==> src/rtl/tt_sweep_ctrl.sv <==
// Truth-table sweep sequencer: walks x_out through all 2**NUM_INPUTS minterms and captures f_in into tt.
// Optional on-chip compare against expected_tt is enabled by defining TT_SWEEP_COMPARE_EN.
module tt_sweep_ctrl #(
   parameter int NUM_INPUTS    = 7,
   parameter int SETTLE_CYCLES = 0
) (
   input  logic                         clk,
   input  logic                         rst_n,
   input  logic                         start,
   input  logic                         abort,
   output logic [NUM_INPUTS-1:0]        x_out,
   input  logic                         f_in,
   output logic                         busy,
   output logic                         done,
   output logic                         tt_valid,
   output logic [(2**NUM_INPUTS)-1:0]   tt
`ifdef TT_SWEEP_COMPARE_EN
   ,
   input  logic [(2**NUM_INPUTS)-1:0]   expected_tt,
   output logic                         match,
   output logic [NUM_INPUTS-1:0]        mismatch_idx
`endif
);

   localparam int TT_W  = 2**NUM_INPUTS;
   localparam int IDX_W = NUM_INPUTS + 1;
   localparam logic [IDX_W-1:0] LAST_IDX  = IDX_W'(TT_W - 1);
   localparam logic [3:0]       SETTLE_LD = 4'(SETTLE_CYCLES);

   typedef enum logic {IDLE, SWEEP} state_t;

   state_t              state_q, state_d;
   logic [IDX_W-1:0]    idx_q, idx_d;
   logic [3:0]          cnt_q, cnt_d;
   logic [TT_W-1:0]     tt_q, tt_d;
   logic                tt_valid_q, tt_valid_d;
   logic                done_q, done_d;
   logic [NUM_INPUTS-1:0] cur_idx;
   logic                accept;
   logic                sample;
   logic                finish;

   assign cur_idx = idx_q[NUM_INPUTS-1:0];

   always_ff @(posedge clk or negedge rst_n) begin
      if (!rst_n) begin
         state_q    <= IDLE;
         idx_q      <= '0;
         cnt_q      <= '0;
         tt_q       <= '0;
         tt_valid_q <= 1'b0;
         done_q     <= 1'b0;
      end else begin
         state_q    <= state_d;
         idx_q      <= idx_d;
         cnt_q      <= cnt_d;
         tt_q       <= tt_d;
         tt_valid_q <= tt_valid_d;
         done_q     <= done_d;
      end
   end

   always_comb begin
      state_d    = state_q;
      idx_d      = idx_q;
      cnt_d      = cnt_q;
      tt_d       = tt_q;
      tt_valid_d = tt_valid_q;
      done_d     = 1'b0;
      accept     = 1'b0;
      sample     = 1'b0;
      finish     = 1'b0;
      unique case (state_q)
         IDLE: begin
            // abort outranks start in IDLE, so a simultaneous request is dropped
            if (start && !abort) begin
               accept     = 1'b1;
               state_d    = SWEEP;
               idx_d      = '0;
               cnt_d      = SETTLE_LD;
               tt_d       = '0;
               tt_valid_d = 1'b0;
            end
         end
         SWEEP: begin
            if (abort) begin
               state_d = IDLE;
               idx_d   = '0;
               cnt_d   = '0;
            end else if (cnt_q != 4'd0) begin
               cnt_d = cnt_q - 4'd1;
            end else begin
               sample        = 1'b1;
               tt_d[cur_idx] = f_in;
               if (idx_q == LAST_IDX) begin
                  finish     = 1'b1;
                  state_d    = IDLE;
                  idx_d      = '0;
                  done_d     = 1'b1;
                  tt_valid_d = 1'b1;
               end else begin
                  idx_d = idx_q + IDX_W'(1);
                  cnt_d = SETTLE_LD;
               end
            end
         end
         default: state_d = IDLE;
      endcase
   end

   assign x_out    = cur_idx;
   assign busy     = (state_q == SWEEP);
   assign done     = done_q;
   assign tt_valid = tt_valid_q;
   assign tt       = tt_q;

`ifdef TT_SWEEP_COMPARE_EN
   logic                  fail_q, fail_d;
   logic [NUM_INPUTS-1:0] fidx_q, fidx_d;
   logic                  match_q, match_d;
   logic [NUM_INPUTS-1:0] midx_q, midx_d;

   always_ff @(posedge clk or negedge rst_n) begin
      if (!rst_n) begin
         fail_q  <= 1'b0;
         fidx_q  <= '0;
         match_q <= 1'b0;
         midx_q  <= '0;
      end else begin
         fail_q  <= fail_d;
         fidx_q  <= fidx_d;
         match_q <= match_d;
         midx_q  <= midx_d;
      end
   end

   // Only the first differing sample is latched, giving the lowest mismatching minterm.
   always_comb begin
      fail_d  = fail_q;
      fidx_d  = fidx_q;
      match_d = match_q;
      midx_d  = midx_q;
      if (accept) begin
         fail_d  = 1'b0;
         fidx_d  = '0;
         match_d = 1'b0;
         midx_d  = '0;
      end
      if (sample && (f_in != expected_tt[cur_idx]) && !fail_q) begin
         fail_d = 1'b1;
         fidx_d = cur_idx;
      end
      if (finish) begin
         match_d = !fail_d;
         midx_d  = fail_d ? fidx_d : '0;
      end
   end

   assign match        = match_q;
   assign mismatch_idx = midx_q;
`endif

endmodule

==> config.mk <==
export PLATFORM = sky130hd
export DESIGN_NAME = tt_sweep_ctrl
export DESIGN_NICKNAME = d
export VERILOG_FILES = /design/src/rtl/tt_sweep_ctrl.sv
export SDC_FILE = /design/constraint.sdc
export NUM_CORES = 1
export LEC_CHECK = 0
export BUFFER_PORTS_ARGS = -buffer_cell sky130_fd_sc_hd__clkbuf_2
export CAP_MARGIN = 15
export CORE_AREA = 2 2 130 107
export DETAILED_ROUTE_END_ITERATION = 12
export DIE_AREA = 0 0 132 109
export MAX_ROUTING_LAYER = met4
export PLACE_DENSITY = 0.84
export SYNTH_ARGS = -nofsm -noshare
export SYNTH_HDL_FRONTEND = slang
export SYNTH_SLANG_ARGS = --single-unit
export TNS_END_PERCENT = 30
==> constraint.sdc <==
create_clock -name clk -period 2.45 [get_ports clk]
set_input_delay 0.1225 -clock clk [delete_from_list [all_inputs] [get_ports clk]]
set_output_delay 0.1225 -clock clk [all_outputs]
set_load 0.005 [all_outputs]
# Word-level counts from Yosys, hierarchy flattened
# Index checks and enable logic that the tools add are counted.
[classes]
reduce_logical = 8
order_cmp = 2
add_sub_neg = 2
muxes = 31
bitwise = 1
n_eq_ne = 7
[ops]
columns = ["op", "count"]
rows = [
  ["two-way mux 128 bit", 3],
  ["one-hot mux 128 bit (2 select lines)", 1],
  ["bitwise mux 128 bit", 1],
  ["two-way mux 8 bit", 4],
  ["two-way mux 4 bit", 4],
  ["one-hot mux 8 bit (2 select lines)", 1],
  ["two-way mux 1 bit", 13],
  ["adder 8 x 1 -> 8 bit, second input constant", 1],
  ["equality test 8 x 7 -> 1 bit, second input constant", 1],
  ["less-than comparator 7 x 8 -> 1 bit, second input constant", 1],
  ["one-hot mux 4 bit (2 select lines)", 1],
  ["demux 1 bit (select 7 bit)", 1],
  [">= comparator 7 x 1 -> 1 bit, second input constant", 1],
  ["!= test 2 bit, second input constant", 3],
  ["!= test 4 bit, second input constant", 1],
  ["one-hot mux 1 bit (2 select lines)", 2],
  ["AND reduction 2 bit", 2],
  ["AND reduction 4 bit", 1],
  ["nonzero test 4 bit", 1],
  ["subtractor 4 x 1 -> 4 bit, second input constant", 1],
  ["!= test 3 bit, second input constant", 1],
  ["AND reduction 3 bit", 1],
  ["logical AND 1 bit", 2],
  ["!= test 2 x 1 -> 1 bit, second input constant", 1],
  ["other kinds (2)", 2],
]
[word_totals]
elab_cells = 57
inputBits = 5
out_inout_bits = 138
ff_bits = 143

# Logic depth before layout (Yosys ltp)
# Gate-level depths: netlist (run 1).
[logic_depth]
word_depth = 8
ltp_mapped = 8
mapped_depth_nobuf = 6

# Worst setup path after synthesis (run 1)
# Ideal clock, no wire load.
[synth_timing]
path_kind = "flip-flop to flip-flop"
from = "register cnt_q[0]"
to = "register tt_q[6] (netlist: tt[6])"
arrival_time_ns = 1.727
path_slack_ns = 0.656
t_required_ns = 2.383
n_path_buf = 2
period_less_slack_ns = 1.794
stages_incl_launch_ff = 9
setup_time_ns = 0.067
path_cell_list = "dfrtp_1 > inv_1 > ha_1 > nor3b_4 > nand3_2 > buf_4 > nor2_4 > buf_4 > a22o_1"
[synth_via]
elab_chain_len = 3
[synth_lines]
columns = ["item", "line_no", "rtl"]
rows = [
  ["from (decl)", "34", "logic [3:0] cnt_q, cnt_d;"],
  ["from (signal assigned)", "56", "cnt_q <= cnt_d;"],
  ["nonzero test 4 bit", "90", "end else if (cnt_q != 4'd0) begin"],
  ["!= test 2 bit (no line)", "n/a", ""],
  ["AND reduction 3 bit (no line)", "n/a", ""],
  ["to (signal assigned)", "57", "tt_q <= tt_d;"],
  ["to (decl)", "35", "logic [TT_W-1:0] tt_q, tt_d;"],
]
# No other way between the ends.
# A chain may end at the register's enable or synchronous reset.

# Worst setup path in the final report (run 1)
[layout_timing]
from = "register idx_q[5]"
to = "register tt_q[64] (netlist: tt[64])"
[layout_via]
elab_chain_len = 8
elab_cells_between_ends = 9
cone_classes = "order compare: 2; mux: 6; reduce/logical: 1"
[layout_lines]
columns = ["item", "line_no", "rtl"]
rows = [
  ["from (decl)", "33", "logic [IDX_W-1:0] idx_q, idx_d;"],
  ["from (signal assigned)", "55", "idx_q <= idx_d;"],
  ["less-than comparator 7 x 8 -> 1 bit (implied by the code) / >= comparator 7 x 1 -> 1 bit (equally long branches)", "94", "tt_d[cur_idx] = f_in;"],
  ["logical AND 1 bit (implied by the code)", "94", ""],
  ["two-way mux 1 bit (implied by the code)", "94", ""],
  ["demux 1 bit (select 7 bit) (*)", "94", ""],
  ["bitwise mux 128 bit (*)", "94", ""],
  ["two-way mux 128 bit (*)", "90", ""],
  ["two-way mux 128 bit (*)", "86", "if (abort) begin"],
  ["one-hot mux 128 bit (2 select lines) (*)", "73", "unique case (state_q)"],
]
# Every way passes the cells marked *; elsewhere a longest branch is shown, timed or not. The select of a mux whose other input is x is not followed.

==> metrics.yaml, run 1 <==
yosys:
  synthFlopType: "sky130_fd_sc_hd__dfrtp_1"
  synth_warnings: 0
  flop_and_latch_count_out_of_synthesis: 143
  synth_area_mm2: 0.00704
  syn_avg_cell_area_um2: 9.65
  number_of_enable_type_register_cells_in_the_synthesized_netlist: 0
  synth_fp_nets: 738
  synth-async-reset-ratio_pct: 100
  postSynthCellCount: 730
  ys_types: 49
  seq_area_frac_synth_pct: 50.8
floorplanning:
  top_level_ports: 143
  floorplan.die.width_um: 132
  initial_utilization_pct: 53.5
  floorplan.rows: 38
  die-area_mm2: 0.0144
  die_h_um: 109
  core_area_mm2: 0.0132
timing:
  achievable-frequency_mhz: 431
  final-hold-violation-count: 0
  max_slew_margin_pct: 19.3
  rsz_0062_raised_after_global_routing: "false"
  timing_max_transition_violations_final: 0
  finalCritPeriodShare_pct: 94.7
  skew_ns: 0.00846
  tightestPinTransition_ns: 1.20
  final-setup-viol-count: 0
  totalNegativeSetupSlack_ns: 0
  layout_min_cycle_time_ns: 2.32
setup_path:
  rr_endpoint: "tt[64]"
  worst-setup-path-type: "register to register"
  r2r-start: "idx_q[5]"
  critical_path.max_fanout: 17
  cp_capture_type: "register"
  rr_worst_depth: 4
  r2r_slack_ns: 0.13
  worstSetupStartpoint: "idx_q[5]"
  cp-start-kind: "register"
  worst_ep_required_time_ns: 2.81
  end_of_the_critical_path: "tt[64]"
  critical_path_arrival_ns: 2.69
clock_tree:
  cts.sinks: 143
  post-cts-setup-buffer-count: 0
  worst_setup_hold_path_clk_slew_ns: 0.06
  cts_tree: "done"
  clock_insertion_delay_worst_skew_ns: 0.43
  cts.root.buffer_cell: "sky130_fd_sc_hd__clkbuf_16"
  cts_buffer_depth: 2
  cts_htree_levels: 4
  cts_buffer_count: 17
cells_and_area:
  synthesis_to_finish_area_growth_pct: 22.6
  final_core_util_pct: 65.5
  diodes_inserted: 0
  share_of_post_route_cells_with_drive_strength_above_1_pct: 25.0
  layout.nets: 858
place:
  port_buffers: 142
  dpl.hpwl_um: 13700
  placer_s_final_routability_congestion_estimate: 0.925
global_route:
  groute.usage.overall_pct: 32.1
  vias_in_the_first_global_route: 6187
  residual_overflow_from_global_routing: 0
  antenna_found_initial: 0
  grt_first_pass_wirelength_um: 34500
  grt_start_max_net_pins: 101
route:
  avgRoutedWirePerCell_um: 21.0
  drtPass1Iterations: 6
  ant_nets: 0
  totalWireLength_um: 21900
  route.vias.total: 6688
  route.detailed.drc: 0
  drt_iter0_markers: 921
  post_drt_via_cell_ratio: 6.41
min_path:
  hold_path.class: "input pin to register"
  hold_path_startpoint: "f_in"
flow_run:
  drv_cap: 0
power:
  report.power.total_w: 0.00590
  power.density_cell_area_mw_per_mm2: 684
  ir_drop_v: 0.000584
  power.static_leakage_nw: 4.21
outcome:
  status: "finished clean"
## kinds of logic (layout without fill, tap and decap cells)
kind of cell | after synthesis | count (layout) | synth area share (%)
flops | 143 | 143 | 50.8
mux | 2 | 2 | 0.302
simple gates | 213 | 213 | 14.9
compound gates | 282 | 282 | 27.3
buf+inv | 84 | 217 | 5.74
xor+xnor | 3 | 3 | 0.373
fa+ha+maj | 3 | 3 | 0.533
## cells in the mapped netlist (4+ instances only)
library cell / instances / area share [%]
sky130_fd_sc_hd__nand4bb_1: 7 / 1.1
sky130_fd_sc_hd__buf_4: 14 / 1.5
sky130_fd_sc_hd__nand4b_1: 4 / 0.50
sky130_fd_sc_hd__nand2b_1: 7 / 0.62
sky130_fd_sc_hd__buf_1: 4 / 0.21
sky130_fd_sc_hd__inv_1: 7 / 0.37
sky130_fd_sc_hd__clkbuf_1: 30 / 1.6
sky130_fd_sc_hd__a22o_1: 121 / 15
sky130_fd_sc_hd__buf_2: 29 / 2.1
sky130_fd_sc_hd__a21o_1: 7 / 0.75
sky130_fd_sc_hd__nor2_1: 14 / 0.75
sky130_fd_sc_hd__dfrtp_1: 143 / 51
sky130_fd_sc_hd__nand3_1: 6 / 0.43
sky130_fd_sc_hd__o21ai_0: 131 / 9.3
sky130_fd_sc_hd__nor3_1: 14 / 1.0
sky130_fd_sc_hd__nand2_1: 132 / 7.0
sky130_fd_sc_hd__a21oi_1: 8 / 0.57
## how the worst min path moves through the flow
stage,end,slack [ns],depth (start not counted)
floorplan,busy,-0.17,0
global placement,tt[85],0.11,1
detailed placement,tt[85],0.12,1
CTS,tt[127],0.008,3
global route,tt[127],0.04,3
finish,tt[127],0.02,3
## registers in the layout (all words and copies together) (netlist names)
register,flops
tt_valid,1
cnt_q,4
idx_q,8
tt,128
busy,1
done,1
## report_power, final
part	leakage (nW)	switching, W	internal [W]
registers	1.99	0.0000235	0.00238
clock network	0.327	0.00101	0.00195
logic	1.89	0.000380	0.000160
total	4.21	0.00141	0.00449
## layer usage
layer / GRT usage [%] / part of all wire [%] / vias to the layer above
li1: - / - / 2903
met1: 45.1 / 43 / 3232
met2: 45.6 / 44 / 483
met3: 6.46 / 10 / 70
met4: 13.4 / 2.8 / 0
met5: - / 0 / -
## layout by cell type, fill, tap and decap left out, types with 4 or more instances in the layout
cell type / count
sky130_fd_sc_hd__bufinv_16: 5
sky130_fd_sc_hd__o21ai_0: 131
sky130_fd_sc_hd__a21oi_1: 7
sky130_fd_sc_hd__a21o_1: 7
sky130_fd_sc_hd__nor2_1: 14
sky130_fd_sc_hd__clkbuf_8: 5
sky130_fd_sc_hd__nor3_1: 14
sky130_fd_sc_hd__nand2_1: 132
sky130_fd_sc_hd__buf_12: 5
sky130_fd_sc_hd__inv_1: 7
sky130_fd_sc_hd__clkbuf_2: 141
sky130_fd_sc_hd__nand2b_1: 7
sky130_fd_sc_hd__a22o_1: 121
sky130_fd_sc_hd__buf_4: 30
sky130_fd_sc_hd__nand4bb_1: 7
sky130_fd_sc_hd__dfrtp_1: 142
sky130_fd_sc_hd__clkbuf_16: 17
sky130_fd_sc_hd__nand4b_1: 4
sky130_fd_sc_hd__nand3_1: 6
## worst max-delay path, stage by stage, from the launching register on
cell	delay, ns
sky130_fd_sc_hd__dfrtp_1	0.58
sky130_fd_sc_hd__buf_4	0.29
sky130_fd_sc_hd__nand2b_1	0.18
sky130_fd_sc_hd__nor3_1	0.93
sky130_fd_sc_hd__a22o_1	0.28
## per-stage QoR
stage / setup slack [ns] / hold WS, ns / instance area, µm² / std cells
after floorplan: 0.656 / -0.173 / 7040 / 730
after global placement: 0.397 / 0.113 / 7940 / 1010
after detailed placement: 0.311 / 0.119 / 7940 / 1010
after CTS: 0.286 / 0.00808 / 8630 / 1043
after global routing: 0.0605 / 0.0362 / 8630 / 1043
final: 0.129 / 0.0150 / 8630 / 1043
## what timing repair did
action / in CTS / in global routing
gates resized for setup: 0 / 0
endpoints found under the setup margin: 0 / 0
hold endpoints to repair: 53 / 0
hold buffers: 1 / 0
## cell type report
class                   count  area (µm²)
clock buffers              24         502
clock inverters             8         175
fillers                  1052        4540
inverters                   7        26.3
multi-input cells         503        3070
flip-flops and latches    143        3580
well taps                 180         225
repair buffers            178        1050
(Power assumes the default switching activity.)
==> run 2: changes to the inputs <==
--- a/config.mk
+++ b/config.mk
@@ -7,11 +7,11 @@
 export LEC_CHECK = 0
 export BUFFER_PORTS_ARGS = -buffer_cell sky130_fd_sc_hd__clkbuf_2
 export CAP_MARGIN = 15
-export CORE_AREA = 2 2 130 107
+export CORE_AREA = 2 2 125 102
 export DETAILED_ROUTE_END_ITERATION = 12
-export DIE_AREA = 0 0 132 109
+export DIE_AREA = 0 0 127 104
 export MAX_ROUTING_LAYER = met4
-export PLACE_DENSITY = 0.84
+export PLACE_DENSITY = 0.9
 export SYNTH_ARGS = -nofsm -noshare
 export SYNTH_HDL_FRONTEND = slang
 export SYNTH_SLANG_ARGS = --single-unit
==> constraint.sdc (replaced) <==
create_clock -name clk -period 2.7 [get_ports clk]
set_input_delay 0.135 -clock clk [delete_from_list [all_inputs] [get_ports clk]]
set_output_delay 0.135 -clock clk [all_outputs]
set_load 0.005 [all_outputs]
==> metrics.yaml, run 2 (synthesis results as in run 1) <==
global_route:
  grt_first_pass_wirelength_um: 34600  # +0.14%
  antenna_found_initial: 0  # unchanged
  groute.usage.overall_pct: 34.6  # +2.5 points
  residual_overflow_from_global_routing: 0  # unchanged
  vias_in_the_first_global_route: 6251  # +1.0%
  grt_start_max_net_pins: 130  # +29%
clock_tree:
  cts_tree: "done"
  cts_htree_levels: 4  # unchanged
  hold_buffers: 1  # unchanged
  worst_setup_hold_path_clk_slew_ns: 0.06  # about the same
  post-cts-setup-buffer-count: 0  # unchanged
  cts.root.buffer_cell: "sky130_fd_sc_hd__clkbuf_16"
  clock_insertion_delay_worst_skew_ns: 0.43  # about the same
  cts_buffer_depth: 2  # unchanged
  cts_buffer_count: 17  # unchanged
  cts.sinks: 143  # unchanged
  postCtsResizedCells: 0  # unchanged
cells_and_area:
  diodes_inserted: 0  # unchanged
  layout_common_cells: "sky130_fd_sc_hd__dfrtp_1, sky130_fd_sc_hd__clkbuf_2, sky130_fd_sc_hd__nand2_1"
  share_of_post_route_cells_with_drive_strength_above_1_pct: 24.5  # -0.50 points
  final_core_util_pct: 70.4  # +4.9 points
  layout.nets: 851  # -0.82%
  leading_cell_type_in_the_layout_fill_and_taps_excluded: "sky130_fd_sc_hd__dfrtp_1"
  largest_reg_flops: 128  # unchanged
  synthesis_to_finish_area_growth_pct: 19.8
floorplanning:
  floorplan.die.width_um: 127  # -3.8%
  top_level_ports: 143  # unchanged
  floorplan.rows: 36  # -5.3%
  core_area_mm2: 0.0120  # -9.0%
  initial_utilization_pct: 58.8  # +5.3 points
  die_h_um: 104  # -4.6%
  die-area_mm2: 0.0132  # -8.2%
timing:
  max_slew_margin_pct: 28.6  # +9.3 points
  final-setup-viol-count: 0  # unchanged
  skew_ns: 0.00523  # -0.00324 ns
  achievable-frequency_mhz: 433  # +0.40%
  rsz_0062_raised_after_global_routing: "false"
  post-route-worst-setup-slack_ns: 0.388  # +0.259 ns
  tightestPinTransition_ns: 1.06  # -0.138 ns
  final-hold-violation-count: 0  # unchanged
  timing_max_transition_violations_final: 0  # unchanged
  totalNegativeSetupSlack_ns: 0  # unchanged
  layout_min_cycle_time_ns: 2.31  # -0.00927 ns
  finalCritPeriodShare_pct: 85.6  # -9.1 points
place:
  placer_s_final_routability_congestion_estimate: 0.895  # -3.3%
  preCtsSetupSlack_ns: 0.454  # +0.143 ns
  port_buffers: 142  # unchanged
  dpl.hpwl_um: 13300  # -3.2%
route:
  avgRoutedWirePerCell_um: 21.4  # +1.7%
  drtPass1Iterations: 5  # -1
  totalWireLength_um: 21500  # -1.7%
  route.vias.total: 6693  # +0.075%
  post_drt_via_cell_ratio: 6.64  # +3.5%
  drt_iter0_markers: 978  # +6.2%
  ant_nets: 0  # unchanged
  route.detailed.drc: 0  # unchanged
setup_path:
  cp-start-kind: "register"
  rr_worst_depth: 6  # +2
  critical_path.max_fanout: 15  # -2
  worst_ep_required_time_ns: 3.06  # +0.25 ns
  worst-setup-path-type: "register to register"
  critical_path_arrival_ns: 2.67  # -0.02 ns
  cp_capture_type: "register"
power:
  power.density_cell_area_mw_per_mm2: 601  # -12%
  ir_drop_v: 0.000428  # -27%
  power.static_leakage_nw: 4.12  # -2.2%
flow_run:
  drv_cap: 0  # unchanged
min_path:
  hold_path.class: "input pin to register"
  holdPathStages: 3  # unchanged
outcome:
  status: "finished clean"
run 2: metal layers:
| layer | wire [µm] | part of all wire [%] | global-route usage, % |
|---|---|---|---|
| met4 | 832 | 3.9 | 14.1 |
| met2 | 9540 | 44 | 47.7 |
| met1 | 8590 | 40 | 48.6 |
| met3 | 2580 | 12 | 9.52 |
| met5 | 0 | 0 | - |
run 2: worst paths after layout:
path / slack (ns) / end / start
setup / recovery: 0.39 / tt[31] / cnt_q[0]
hold / removal: 0.002 / tt[127] / f_in
setup reg to reg: 0.39 / tt[31] / cnt_q[0]
hold reg to reg: 0.48 / tt[60] / tt[60]
max in group asynchronous: 1.57 / tt[42] / rst_n
min in group asynchronous: 0.30 / tt[89] / rst_n
run 2: critical path, stage by stage, from the launching register on:
cell and delay, ns:
sky130_fd_sc_hd__dfrtp_1 0.41, sky130_fd_sc_hd__inv_1 0.09, sky130_fd_sc_hd__ha_1 0.17, sky130_fd_sc_hd__nor3b_4 0.37, sky130_fd_sc_hd__nand3_2 0.42, sky130_fd_sc_hd__nor2_4 0.53
sky130_fd_sc_hd__a22o_1 0.24
run 2: where the power goes:
part / switching, W / internal [W] / total, W
Clock: 0.000947 / 0.00148 / 0.00242
Sequential: 0.0000204 / 0.00216 / 0.00218
Combinational: 0.000337 / 0.000129 / 0.000466
Total: 0.00130 / 0.00377 / 0.00507
run 2: final cells by class:
class                      count  area, µm²
clock inverter                13        164
timing repair buffer         171        962
tap                          152        190
inverter                       7       26.3
sequential                   143       3580
clock buffer                  19        443
multi-input combinational    503       3070
fill                         851       3550
run 2: metrics by stage:
stage                     hold WS [ns]  area (µm²)  power [W]  cells
after floorplan                 -0.161        7040    0.00254    730
after global placement           0.183        7820    0.00265    975
after detailed placement         0.188        7820    0.00267    975
after CTS                     0.000799        8440    0.00505   1008
after global routing            0.0277        8440    0.00524   1008
final                          0.00189        8440    0.00507   1008
==> run 3: changes to the inputs <==
--- a/config.mk
+++ b/config.mk
@@ -5,13 +5,13 @@
 export SDC_FILE = /design/constraint.sdc
 export NUM_CORES = 1
 export LEC_CHECK = 0
-export BUFFER_PORTS_ARGS = -buffer_cell sky130_fd_sc_hd__clkbuf_2
 export CAP_MARGIN = 15
 export CORE_AREA = 2 2 125 102
 export DETAILED_ROUTE_END_ITERATION = 12
 export DIE_AREA = 0 0 127 104
+export DONT_BUFFER_PORTS = 1
 export MAX_ROUTING_LAYER = met4
-export PLACE_DENSITY = 0.9
+export PLACE_DENSITY = 0.8
 export SYNTH_ARGS = -nofsm -noshare
 export SYNTH_HDL_FRONTEND = slang
 export SYNTH_SLANG_ARGS = --single-unit
==> metrics.yaml, run 3 (synthesis results as in run 1) <==
clock_tree:
  worst_setup_hold_path_clk_slew_ns: 0.06  # about the same
  post-cts-setup-buffer-count: 0  # unchanged
  hold_buffers: 2  # +1
  cts.sinks: 143  # unchanged
  clock_insertion_delay_worst_skew_ns: 0.42  # about the same
  cts_buffer_count: 17  # unchanged
  cts_tree: "done"
  cts_buffer_depth: 2  # unchanged
  cts.root.buffer_cell: "sky130_fd_sc_hd__clkbuf_16"
  cts_htree_levels: 4  # unchanged
  postCtsResizedCells: 0  # unchanged
setup_path:
  critical_path.max_fanout: 20  # +5
  worst_ep_required_time_ns: 3.05  # about the same
  cp_capture_type: "register"
  r2r-start: "idx_q[4]"
  rr_worst_depth: 4  # -2
  cp-start-kind: "register"
  timing.critical_path.max_delay_family: "simple AND/OR/NAND/NOR gates"
  timing.critical_path.slowest_cell_delay_ns: 0.75  # +0.22 ns
  crit_buf_inv: 1  # unchanged
  r2r_slack_ns: 0.49  # +0.10 ns
  cp_slowest_cell: "sky130_fd_sc_hd__dfrtp_1"
  worst-setup-path-type: "register to register"
  timing.critical_path.cells: "buf_4, nand2b_1, nor3_1, a22o_1"
  critical_path_arrival_ns: 2.56  # -0.11 ns
  worstSetupStartpoint: "idx_q[4]"
  rr_endpoint: "tt[20]"
power:
  power_switching_share_pct: 23.6  # -2.1 points
  power.density_cell_area_mw_per_mm2: 641  # +6.6%
  power.static_leakage_nw: 3.49  # -15%
  p_clk_share_pct: 47.7  # about the same
  intPower_w: 0.00379  # +0.58%
  seqPwrFrac_pct: 44.1  # +1.1 points
  netSwitchingPower_w: 0.00117  # -10%
  report.power.total_w: 0.00496  # -2.2%
  ir_drop_v: 0.000485  # +13%
  p_comb_share_pct: 8.2  # -1.0 points
timing:
  final-setup-viol-count: 0  # unchanged
  timing_max_transition_violations_final: 0  # unchanged
  layout_min_cycle_time_ns: 2.21  # -0.103 ns
  rsz_0062_raised_after_global_routing: "false"
  tightestPinTransition_ns: 0.977  # -0.0858 ns
  finalCritPeriodShare_pct: 81.8  # -3.8 points
  final-hold-violation-count: 143  # +143
  totalNegativeSetupSlack_ns: 0  # unchanged
  timing.hold.ws_ns: -0.589  # -0.590 ns
  skew_ns: 0.00859  # +0.00336 ns
  max_slew_margin_pct: 34.4  # +5.8 points
  achievable-frequency_mhz: 453  # +4.7%
floorplanning:
  die_h_um: 104  # unchanged
  floorplan.rows: 36  # unchanged
  top_level_ports: 143  # unchanged
  core_area_mm2: 0.0120  # unchanged
  initial_utilization_pct: 58.8  # unchanged
  floorplan.die.width_um: 127  # unchanged
  die-area_mm2: 0.0132  # unchanged
route:
  totalWireLength_um: 20600  # -4.5%
  route.detailed.drc: 0  # unchanged
  drt_iter0_markers: 716  # -27%
  avgRoutedWirePerCell_um: 23.6  # +11%
  ant_nets: 0  # unchanged
  route.vias.total: 5927  # -11%
  drtPass1Iterations: 5  # unchanged
  post_drt_via_cell_ratio: 6.81  # +2.6%
cells_and_area:
  share_of_post_route_cells_with_drive_strength_above_1_pct: 9.61  # -15 points
  diodes_inserted: 0  # unchanged
  layout.nets: 715  # -16%
  leading_cell_type_in_the_layout_fill_and_taps_excluded: "sky130_fd_sc_hd__dfrtp_1"
  largest_reg_flops: 128  # unchanged
  layout_common_cells: "sky130_fd_sc_hd__dfrtp_1, sky130_fd_sc_hd__nand2_1, sky130_fd_sc_hd__o21ai_0"
  synthesis_to_finish_area_growth_pct: 9.84
outcome:
  status: "complete, but fails checks"
  failed_checks: "hold timing"
place:
  dpl.hpwl_um: 12800  # -3.6%
  port_buffers: 0  # -100%
  placer_s_final_routability_congestion_estimate: 0.904  # +1.1%
min_path:
  hold_path.class: "input pin to async pin"
global_route:
  vias_in_the_first_global_route: 5634  # -9.9%
  grt_start_max_net_pins: 144  # +11%
  groute.usage.overall_pct: 32.4  # -2.2 points
  antenna_found_initial: 0  # unchanged
  grt_first_pass_wirelength_um: 32100  # -7.1%
  residual_overflow_from_global_routing: 0  # unchanged
flow_run:
  drv_cap: 0  # unchanged
-- run 3: metal layers --
metal | vias up | GRT usage, % | routed length [µm]
li1 | 2592 | - | -
met1 | 2904 | 43.1 | 8120
met2 | 385 | 45.4 | 9270
met3 | 46 | 12.9 | 2740
met4 | 0 | 10.8 | 431
met5 | - | - | 0
-- run 3: layout make-up --
type / instances / area [µm²]
clock inverters: 7 / 110
well taps: 152 / 190
flip-flops and latches: 143 / 3580
clock buffers: 23 / 478
inverters: 7 / 26.3
multi-input cells: 503 / 3070
fillers: 914 / 4250
repair buffers: 35 / 280
-- run 3: metrics by stage --
step	cell area, µm²	setup WS, ns	util [%]	instances
3_3_place_gp	7130	0.619	59.5	838
5_1_grt	7730	0.339	64.6	870
3_5_place_dp	7130	0.550	59.5	838
2_1_floorplan	7040	0.906	-	730
4_1_cts	7730	0.530	64.6	870
6_report	7730	0.491	64.6	870
-- run 3: worst max-delay path by stage --
stage	endpoint	slack [ns]	depth (start not counted)
CTS	tt[20]	0.53	4
global route	tt[125]	0.34	4
floorplan	tt[6]	0.91	8
detailed placement	tt[18]	0.55	4
global placement	tt[10]	0.62	4
finish	tt[20]	0.49	4
-- run 3: power groups by stage --
stage | clock, W | sequential [W] | combinational (W)
after floorplan | 0 | 0.00221 | 0.000328
after global placement | 0 | 0.00222 | 0.000376
after detailed placement | 0 | 0.00222 | 0.000390
after CTS | 0.00238 | 0.00219 | 0.000396
after global routing | 0.00249 | 0.00219 | 0.000455
final | 0.00236 | 0.00219 | 0.000407
